## src/rtl/ref_sample_buffer.sv

```systemverilog
// ---------------------------------------------------------------------------
// ref_sample_buffer
//
// Multi-lane reference sample store for the CAF correlator front end.
// Holds buffer_length packed I/Q samples that are loaded at run time through
// a write port. Read requests return `lanes` consecutive samples per beat
// over a valid/ready address/data handshake with one cycle of latency.
//
// Configuration macro:
//   REF_BUF_WRAP_EN  defined   : lane addresses past the end of the buffer
//                                wrap back to the start.
//                    undefined : such lanes return zero and flag s_axi_rerr.
//
// Ports:
//   clk            rising-edge clock
//   rst_n          asynchronous active-low reset
//   s_axi_wvalid   write request
//   s_axi_wready   write accept (high from the first edge after reset)
//   s_axi_waddr    write address
//   s_axi_wdata    packed sample, I in the MSBs and Q in the LSBs
//   m_axi_arvalid  read request
//   m_axi_arready  read accept (combinational)
//   m_axi_araddr   base read address
//   s_axi_rvalid   read data valid
//   m_axi_rready   consumer ready
//   i              lane k at [k*i_bits +: i_bits], lane 0 in the LSBs
//   q              same lane packing as i
//   s_axi_rerr     beat contained an out-of-range lane
// ---------------------------------------------------------------------------
module ref_sample_buffer #(
    parameter int buffer_length = 10,
    parameter int index_bits    = 4,
    parameter int i_bits        = 12,
    parameter int q_bits        = 12,
    parameter int lanes         = 1
) (
    input  logic                      clk,
    input  logic                      rst_n,
    input  logic                      s_axi_wvalid,
    output logic                      s_axi_wready,
    input  logic [index_bits-1:0]     s_axi_waddr,
    input  logic [i_bits+q_bits-1:0]  s_axi_wdata,
    input  logic                      m_axi_arvalid,
    output logic                      m_axi_arready,
    input  logic [index_bits-1:0]     m_axi_araddr,
    output logic                      s_axi_rvalid,
    input  logic                      m_axi_rready,
    output logic [lanes*i_bits-1:0]   i,
    output logic [lanes*q_bits-1:0]   q,
    output logic                      s_axi_rerr
);

    localparam int SAMPLE_W = i_bits + q_bits;
    // One extra bit so base+lane never overflows before the range compare.
    localparam int ADDR_W = index_bits + 1;
    localparam logic [ADDR_W-1:0] LEN = ADDR_W'(buffer_length);

    logic [SAMPLE_W-1:0]     mem [buffer_length];

    logic                    write_in_range;
    logic                    read_fire;
    logic [ADDR_W-1:0]       base;
    logic [ADDR_W-1:0]       lane_addr;
    logic [SAMPLE_W-1:0]     sample;
    logic [lanes*i_bits-1:0] next_i;
    logic [lanes*q_bits-1:0] next_q;
    logic                    next_err;

    assign write_in_range = ({1'b0, s_axi_waddr} < LEN);
    assign m_axi_arready  = ~s_axi_rvalid | m_axi_rready;
    assign read_fire      = m_axi_arvalid & m_axi_arready;

    // Write accept comes up on the first edge after reset release and stays up.
    always_ff @(posedge clk or negedge rst_n) begin
        if (!rst_n) begin
            s_axi_wready <= 1'b0;
        end else begin
            s_axi_wready <= 1'b1;
        end
    end

    // Sample storage is not reset. Out-of-range writes are dropped. Because
    // the read path samples mem before this update lands, a same-edge read of
    // the written address returns the old contents.
    always_ff @(posedge clk) begin
        if (s_axi_wvalid && s_axi_wready && write_in_range) begin
            mem[s_axi_waddr] <= s_axi_wdata;
        end
    end

    // Gather the lanes for the requested base address. An out-of-range base
    // zeroes the whole beat and flags an error.
    always_comb begin
        next_i    = '0;
        next_q    = '0;
        next_err  = 1'b0;
        lane_addr = '0;
        sample    = '0;
        base      = {1'b0, m_axi_araddr};
        if (base >= LEN) begin
            next_err = 1'b1;
        end else begin
            for (int k = 0; k < lanes; k++) begin
                lane_addr = base + ADDR_W'(k);
`ifdef REF_BUF_WRAP_EN
                // base < LEN and k < LEN, so one subtraction always lands in range.
                if (lane_addr >= LEN) begin
                    lane_addr = lane_addr - LEN;
                end
                sample = mem[lane_addr[index_bits-1:0]];
                next_i[k*i_bits +: i_bits] = sample[SAMPLE_W-1 -: i_bits];
                next_q[k*q_bits +: q_bits] = sample[q_bits-1:0];
`else
                if (lane_addr >= LEN) begin
                    next_err = 1'b1;
                end else begin
                    sample = mem[lane_addr[index_bits-1:0]];
                    next_i[k*i_bits +: i_bits] = sample[SAMPLE_W-1 -: i_bits];
                    next_q[k*q_bits +: q_bits] = sample[q_bits-1:0];
                end
`endif
            end
        end
    end

    // Single output register. A new beat loads whenever a read fires; a
    // drained beat with no replacement only drops valid, leaving data as is.
    always_ff @(posedge clk or negedge rst_n) begin
        if (!rst_n) begin
            s_axi_rvalid <= 1'b0;
            i            <= '0;
            q            <= '0;
            s_axi_rerr   <= 1'b0;
        end else if (read_fire) begin
            s_axi_rvalid <= 1'b1;
            i            <= next_i;
            q            <= next_q;
            s_axi_rerr   <= next_err;
        end else if (m_axi_rready) begin
            s_axi_rvalid <= 1'b0;
        end
    end

endmodule

```

## config.mk

```make
export PLATFORM = sky130hd
export DESIGN_NAME = ref_sample_buffer
export DESIGN_NICKNAME = d
export VERILOG_FILES = /design/src/rtl/ref_sample_buffer.sv
export SDC_FILE = /design/constraint.sdc
export NUM_CORES = 1
export LEC_CHECK = 0
export CAP_MARGIN = 10
export CORE_MARGIN = 10
export CORE_UTILIZATION = 60
export CTS_CLUSTER_DIAMETER = 40
export DETAILED_ROUTE_END_ITERATION = 10
export PLACE_DENSITY = 0.81
export SLEW_MARGIN = 0
export SYNTH_ARGS = -nofsm -noshare
export SYNTH_HDL_FRONTEND = slang
export SYNTH_SLANG_ARGS = --single-unit
```

## constraint.sdc

```tcl
create_clock -name clk -period 5.6 [get_ports clk]
set_clock_uncertainty 0.1 [all_clocks]
set_input_delay 1.68 -clock clk [delete_from_list [all_inputs] [get_ports clk]]
set_output_delay 1.68 -clock clk [all_outputs]
set_load 0.02 [all_outputs]
```

==> out/metrics.yaml, run 1 <==
powerDensity_mw_per_mm2: 367
post_drt_wl_per_cell_um: 26.7
final_antenna_net_count: 0
final.fill_count: 913
dp.cells: 742
ctsLongestPathBuffers: 3
maxCapViolCount: 0
core_area_mm2: 0.0164
slowest_delay_ns: 0.64
drive_above_1_share_pct: 25.4
insertion_delay_ns: 0.52
cp_common_cell: "clkdlybuf4s50_1"
grt_usage_pct: 19.5
die_width_um: 149
path_clk_slew_ns: 0.06
critPathBufInv: 2
drtIter0Drc: 480
synth_top_area_cell: "edfxtp_1"
initial_core_util_pct: 60.7
worst_pin_slew_ns: 0.976
synth_area_leaders: "edfxtp_1 72%, mux4_2 11%, dfrtp_1 6.8%, mux2_2 2.7%, a222oi_1 2.4%"
cts_tree: "done"
post_cts_buffers: 0
crit_fanout: 6
cts_hold_buf: 0
portBuffers: 64
layout_commonest_cell: "edfxtp_1"
endpoint_kind: "primary output"
area_delta_synth_final_pct: 18.8
hold_path_class: "flop to flop"
gp_congestion: 0.729
slew_viol_final: 0
grt_pass1_vias: 5487
fmax_mhz: 210
rsz0062_at_grt: "no"
final-setup-viol-count: 0
slew_headroom_pct: 34.8
die_h_um: 149
irDropWorstVdd_v: 0.000284
synth.top_cell.area_share_pct: 72.4
critPathLaunchType: "primary input"
syn_avg_cell_area_um2: 21.4
ys_seq_area_share_pct: 79.2
nets: 588
layout_common_cells: "240 x edfxtp_1, 62 x clkdlybuf4s50_1, 54 x nand2_1"
worst-setup-path-type: "primary input to primary output"
fp-row-count: 47
cts-root-buf: "clkbuf_16"
dieArea_mm2: 0.0221
post_layout_nonfiller_instances: 791
routed_via_density: 6.36
hpwl_mm: 11.2
grt_pass1_wl_mm: 32.7
cts_inserted_buffers: 27
arrival_ns: 2.97
netlist_area_mm2: 0.00995
leakage_nw: 3.96
final_util_pct: 72.1
post_cts_resized: 0
critical_path.top_delay_family: "buffers and inverters"
finalHoldViolations: 0
antenna_cells: 0
fin_crit_sh_pct: 84.9
syn_inst: 465
critPathSlowestCell: "clkdlybuf4s50_1"
yosys_warnings: 0
clock_sinks: 267
antenna_found_initial: 0
worstPathCellList: "clkdlybuf4s50_1 -> nand2b_1 -> clkdlybuf4s50_1"
status: "complete, no violations"
synth_nets: 502
overflow: 0
synth-seq-cells: 267
vias: 5033
drc: 0
synth_cell_types: 23
cts_max_level: 1
crit_required_ns: 3.82
tns_ns: 0
min_period_ns: 4.75
drt_wl_total_mm: 21.2
io_pins: 65
dr.pass1.iters: 6
grt_max_degree: 36
routing by layer:
layer	global-route usage (%)	part of all wire (%)	vias up
li1	-	-	2100
met1	25.2	38	2622
met2	32.6	50	264
met3	3.91	8.8	47
met4	7.02	2.7	0
met5	0	0	-
cell families (layout without fill, tap and decap cells):
kind of cell,Yosys count,count (layout),synth area share [%]
simple gates,74,74,3.21
flops,267,267,79.2
other cells,1,1,0.0377
mux,72,72,13.6
buf+inv,25,131,1.48
compound gates,26,26,2.51
cell type report:
type	count	area, µm²	area share, %
clock buffers	32	714	6.04
clock inverters	17	204	1.72
inverters	1	3.75	0.0317
multi-input cells	173	1980	16.7
flip-flops and latches	267	7880	66.6
well taps	220	275	2.33
repair buffers	81	773	6.54
final timing paths:
path | startpoint | to | slack [ns] | cells after the start
worst min register to register | s_axi_rerr | s_axi_rerr | 0.39 | 2
worst min-delay path | s_axi_rerr | s_axi_rerr | 0.39 | 2
worst max-delay path | m_axi_rready | m_axi_arready | 0.85 | 3
max in group asynchronous | rst_n | i[1] | 3.57 | 2
min in group asynchronous | rst_n | i[7] | 1.49 | 2
worst max register to register | s_axi_wready | mem[5][14] | 3.57 | 4
cells in the mapped netlist:
master and count:
a222oi_1 24, buf_2 5, nand2b_1 3, mux2_2 24, buf_1 4, and4b_1 1, clkbuf_1 10, nor4b_2 1
o21ai_0 2, nor3_1 3, buf_12 2, conb_1 1, and4_1 1, inv_1 1, or3_1 1, nand2_1 54
dfrtp_1 27, nand4b_1 1, buf_6 1, nor2_1 9, edfxtp_1 240, mux4_2 48, buf_4 2
metrics by stage:
step,area [µm²],total power (W),worst slack (ns),hold slack [ns]
after floorplan,9950,0.00241,1.28,0.464
after global placement,10900,0.00255,0.881,0.368
after detailed placement,10900,0.00256,0.836,0.386
after CTS,11800,0.00438,0.838,0.400
after global routing,11800,0.00449,0.792,0.441
final,11800,0.00435,0.846,0.394
report_power, final:
group          switching (W)  internal (W)  leakage (nW)
registers          0.0000218       0.00221          2.51
clock network       0.000725       0.00110         0.452
logic               0.000152      0.000134          1.00
total               0.000899       0.00345          3.96
worst reg2reg max path, stage by stage (launching register included):
cell and delay [ns]:
dfrtp_1 0.37, nand2_1 0.09, nor2_1 0.10, nand2_1 0.19, nor2_4 0.77
sequential cells by signal, indices dropped and copies added (netlist names):
name          flops
s_axi_rerr        1
mem             240
s_axi_rvalid      1
s_axi_wready      1
i                12
q                12
Note: power is estimated with default switching activity, not from simulation.
==> run 2, diff against run 1 <==
- CORE_UTILIZATION: 60 -> 58
- PLACE_DENSITY: 0.81 -> 0.78
- clock period: 5.6 -> 4.4 ns (I/O delays scaled with it)
==> run 2 against run 1 <==
Net effect: via count is 0.68% higher; critical path type unchanged; worst hold slack improved by 0.018 ns; largest power group unchanged; critical path depth unchanged; global-route usage is 0.79 points lower; highest routed layer unchanged; sequential cell count unchanged; clock power is 34% higher; register-to-register slack worse by 1.2 ns; die area up 3.0%.
==> out/metrics.yaml, run 2 (synthesized netlist as in run 1, its figures left out) <==
powerDensity_mw_per_mm2: 474
min_period_ns: 4.03
slew_viol_final: 0
finalHoldViolations: 0
dieArea_mm2: 0.0228
min_path_cells: 2
dp_worst_setup_slack_ns: 0.382
post_layout_nonfiller_instances: 799
ctsLongestPathBuffers: 3
grt_pass1_vias: 5379
reg2regPathDepth: 4
layout_commonest_cell: "edfxtp_1"
die_width_um: 151
critPathSlowestCell: "clkdlybuf4s50_1"
path_depth: 3
drt_wl_total_mm: 20.9
area_delta_synth_final_pct: 20.0
antenna_found_initial: 0
post_cts_buffers: 0
routed_via_density: 6.34
post_drt_wl_per_cell_um: 26.1
io_pins: 65
clock_sinks: 267
dp.cells: 746
dr.pass1.iters: 6
cts_max_level: 1
insertion_delay_ns: 0.54
cts-root-buf: "clkbuf_16"
top_register: "mem"
grt_max_degree: 33
path_clk_slew_ns: 0.06
setup_slack_ns: 0.372
worst_pin_slew_ns: 0.574
hold_path_class: "flop to flop"
portBuffers: 64
drc: 0
fp-row-count: 47
slowest_delay_ns: 0.64
gp_congestion: 0.753
largest_reg_flops: 240
crit_required_ns: 2.98
grt_usage_pct: 18.7
overflow: 0
drtIter0Drc: 592
post_cts_resized: 0
cts_tree: "done"
leakage_nw: 4.03
status: "complete, no violations"
endpoint_kind: "primary output"
slew_headroom_pct: 61.7
layout_common_cells: "240 x edfxtp_1, 62 x clkdlybuf4s50_1, 54 x nand2_1"
initial_core_util_pct: 59.6
tns_ns: 0
grt_pass1_wl_mm: 32.0
critPathBufInv: 2
critPathLaunchType: "primary input"
crit_fanout: 6
die_h_um: 151
cts_inserted_buffers: 29
reg_top3: "mem x240, i x12, q x12"
nets: 594
final_antenna_net_count: 0
rsz0062_at_grt: "no"
cp_common_cell: "clkdlybuf4s50_1"
fin_crit_sh_pct: 91.6
antenna_cells: 0
core_area_mm2: 0.0167
final-setup-viol-count: 0
critical_path.top_delay_family: "buffers and inverters"
cts_hold_buf: 0
drive_above_1_share_pct: 26.6
hpwl_mm: 11.2
maxCapViolCount: 0
fmax_mhz: 248
arrival_ns: 2.61
worst-setup-path-type: "primary input to primary output"
vias: 5067
irDropWorstVdd_v: 0.000399
worstPathCellList: "clkdlybuf4s50_1 -> nand2b_1 -> clkdlybuf4s50_1"
==> run 2: cell count changes in the layout (fill, tap and decap cells not counted), sizes merged <==
cell / previous run / this run
clkbuf: 32 / 37
buf: 19 / 23
clkinv: 9 / 5
inv: 4 / 7
==> run 2: per-layer routing <==
metal	vias to the layer above	part of all wire (%)	GRT usage, %
met4	0	2.2	5.73
met3	44	9.3	3.73
li1	2109	-	-
met2	258	51	30.8
met1	2656	38	25.0
met5	-	0	0
==> run 2: through the flow <==
| stage | util (%) | power [W] | hold slack, ns | cell area [µm²] |
|---|---|---|---|---|
| 6_report | 71.5 | 0.00566 | 0.412 | 11900 |
| 5_1_grt | 71.5 | 0.00584 | 0.448 | 11900 |
| 4_1_cts | 71.5 | 0.00571 | 0.416 | 11900 |
| 3_5_place_dp | 65.6 | 0.00326 | 0.403 | 11000 |
| 3_3_place_gp | 65.6 | 0.00325 | 0.368 | 11000 |
| 2_1_floorplan | - | 0.00307 | 0.464 | 9950 |
==> run 2: worst paths after layout <==
kind | endpoint | slack [ns] | from
worst min register to register | s_axi_rerr | 0.41 | s_axi_rerr
worst max register to register | mem[1][18] | 2.42 | s_axi_wready
min in group asynchronous | q[4] | 1.12 | rst_n
worst min-delay path | s_axi_rerr | 0.41 | s_axi_rerr
max in group asynchronous | i[4] | 2.73 | rst_n
worst max-delay path | m_axi_arready | 0.37 | m_axi_rready
==> run 2: report_power, final <==
group | internal [W] | switching (W)
logic | 0.000173 | 0.000191
registers | 0.00281 | 0.0000289
clock network | 0.00151 | 0.000948
total | 0.00449 | 0.00117
==> run 2: layout make-up <==
| class | instances | area, µm² |
|---|---|---|
| Clock buffer | 37 | 786 |
| Clock inverter | 16 | 205 |
| Fill cell | 993 | 4750 |
| Inverter | 1 | 3.75 |
| Multi-Input combinational cell | 173 | 1970 |
| Sequential cell | 267 | 7880 |
| Tap cell | 220 | 275 |
| Timing Repair Buffer | 85 | 828 |
==> run 2: worst min-delay path, delay by kind of cell, from the launching register on <==
family	cells	cell delay, ns
flip-flops	1	0.36
AND/OR/NAND/NOR	1	0.05
AO/OA/AOI/OAI	1	0.06
==> run 3, diff against run 2 <==
- RECOVER_POWER: not set -> 25
==> run 3 against run 2 <==
Net effect: the flow now finishes with violations (capacitance limit, slew limit); largest power group unchanged; setup slack worse by 0.068 ns; power about the same; critical path type unchanged; largest cell class unchanged; die area did not move; wire length shrank 0.24%.
==> out/metrics.yaml, run 3 (synthesized netlist as in run 1, its figures left out) <==
drc: 0
critPathSlowestCell: "clkdlybuf4s50_1"
irDropWorstVdd_v: 0.000398
worst_pin_slew_ns: 2.00
slowest_delay_ns: 0.64
initial_core_util_pct: 59.6
dieArea_mm2: 0.0228
arrival_ns: 2.68
slew_viol_final: 28
die_width_um: 151
maxCapViolCount: 1
antenna_found_initial: 1
reg_top3: "mem x240, i x12, q x12"
antenna_cells: 0
post_drt_wl_per_cell_um: 26.0
post_cts_buffers: 0
critPathLaunchType: "primary input"
grt_pass1_vias: 5379
fp-row-count: 47
fin_area_mm2: 0.0119
core_area_mm2: 0.0167
fmax_mhz: 244
grt_pass1_wl_mm: 32.0
cts_max_level: 1
final_antenna_net_count: 0
layout_common_cells: "240 x edfxtp_1, 54 x nand2_1, 48 x mux4_2"
io_pins: 65
layout_commonest_cell: "edfxtp_1"
worst-setup-path-type: "primary input to primary output"
dp.cells: 746
routed_via_density: 6.35
place_area_mm2: 0.0110
cts-root-buf: "clkbuf_16"
crit_required_ns: 2.98
portBuffers: 64
clock_sinks: 267
hpwl_mm: 11.2
fin_crit_sh_pct: 93.1
ctsLongestPathBuffers: 3
path_clk_slew_ns: 0.06
drt_wl_total_mm: 20.8
final-setup-viol-count: 0
overflow: 0
min_period_ns: 4.10
vias: 5076
drive_above_1_share_pct: 26.4
endpoint_kind: "primary output"
cts_hold_buf: 0
hold_path_class: "flop to flop"
drtIter0Drc: 589
top_register: "mem"
failed_checks: "capacitance limit, slew limit"
gp_congestion: 0.753
post_cts_resized: 0
largest_reg_flops: 240
powerDensity_mw_per_mm2: 474
dr.pass1.iters: 8
area_delta_synth_final_pct: 20.0
post_layout_nonfiller_instances: 799
grt_usage_pct: 18.7
cts_inserted_buffers: 29
grt_max_degree: 33
finalHoldViolations: 0
slew_headroom_pct: -33.6
tns_ns: 0
status: "finished with violations"
crit_fanout: 6
rsz0062_at_grt: "no"
die_h_um: 151
insertion_delay_ns: 0.54
leakage_nw: 4.03
hold_ws_ns: 0.411
cts_tree: "done"
nets: 594
worstPathCellList: "dlygate4sd3_1 -> nand2b_1 -> clkdlybuf4s50_1"
-- run 3: final timing paths --
check / startpoint / endpoint / slack, ns / cells after the start
worst max-delay path: m_axi_rready / m_axi_arready / 0.30 / 3
worst min-delay path: s_axi_rerr / s_axi_rerr / 0.41 / 2
worst max register to register: s_axi_wready / mem[1][18] / 2.41 / 4
worst min register to register: s_axi_rerr / s_axi_rerr / 0.41 / 2
max in group asynchronous: rst_n / i[4] / 1.24 / 2
min in group asynchronous: rst_n / q[4] / 1.79 / 2
-- run 3: metal layers --
| metal | vias up | wire [µm] | global-route usage [%] |
|---|---|---|---|
| met3 | 49 | 1890 | 3.73 |
| li1 | 2111 | - | - |
| met1 | 2645 | 7790 | 25.0 |
| met4 | 2 | 496 | 5.73 |
| met5 | - | 15 | 0 |
| met2 | 269 | 10600 | 30.8 |
-- run 3: report_power, final --
group	switching [W]	total, W	internal (W)
Clock	0.000950	0.00246	0.00151
Combinational	0.000191	0.000361	0.000170
Sequential	0.0000290	0.00284	0.00281
Total	0.00117	0.00566	0.00449
-- run 3: layout make-up --
class	count	area (µm²)
Sequential cell	267	7880
Fill cell	995	4760
Multi-Input combinational cell	173	1970
Timing Repair Buffer	85	825
Clock buffer	37	786
Tap cell	220	275
Clock inverter	16	205
Inverter	1	3.75
-- run 3: through the flow --
stage / utilization [%] / power (W) / worst slack [ns]
2_1_floorplan: - / 0.00307 / 0.440
3_3_place_gp: 65.6 / 0.00325 / 0.390
3_5_place_dp: 65.6 / 0.00326 / 0.382
4_1_cts: 71.5 / 0.00571 / 0.370
5_1_grt: 71.5 / 0.00584 / 0.249
6_report: 71.5 / 0.00566 / 0.304
-- run 3: worst max-delay path: cells and delay by family --
kind | cells | cell delay [ns]
buf+inv | 2 | 1.16
simple gates | 1 | 0.19
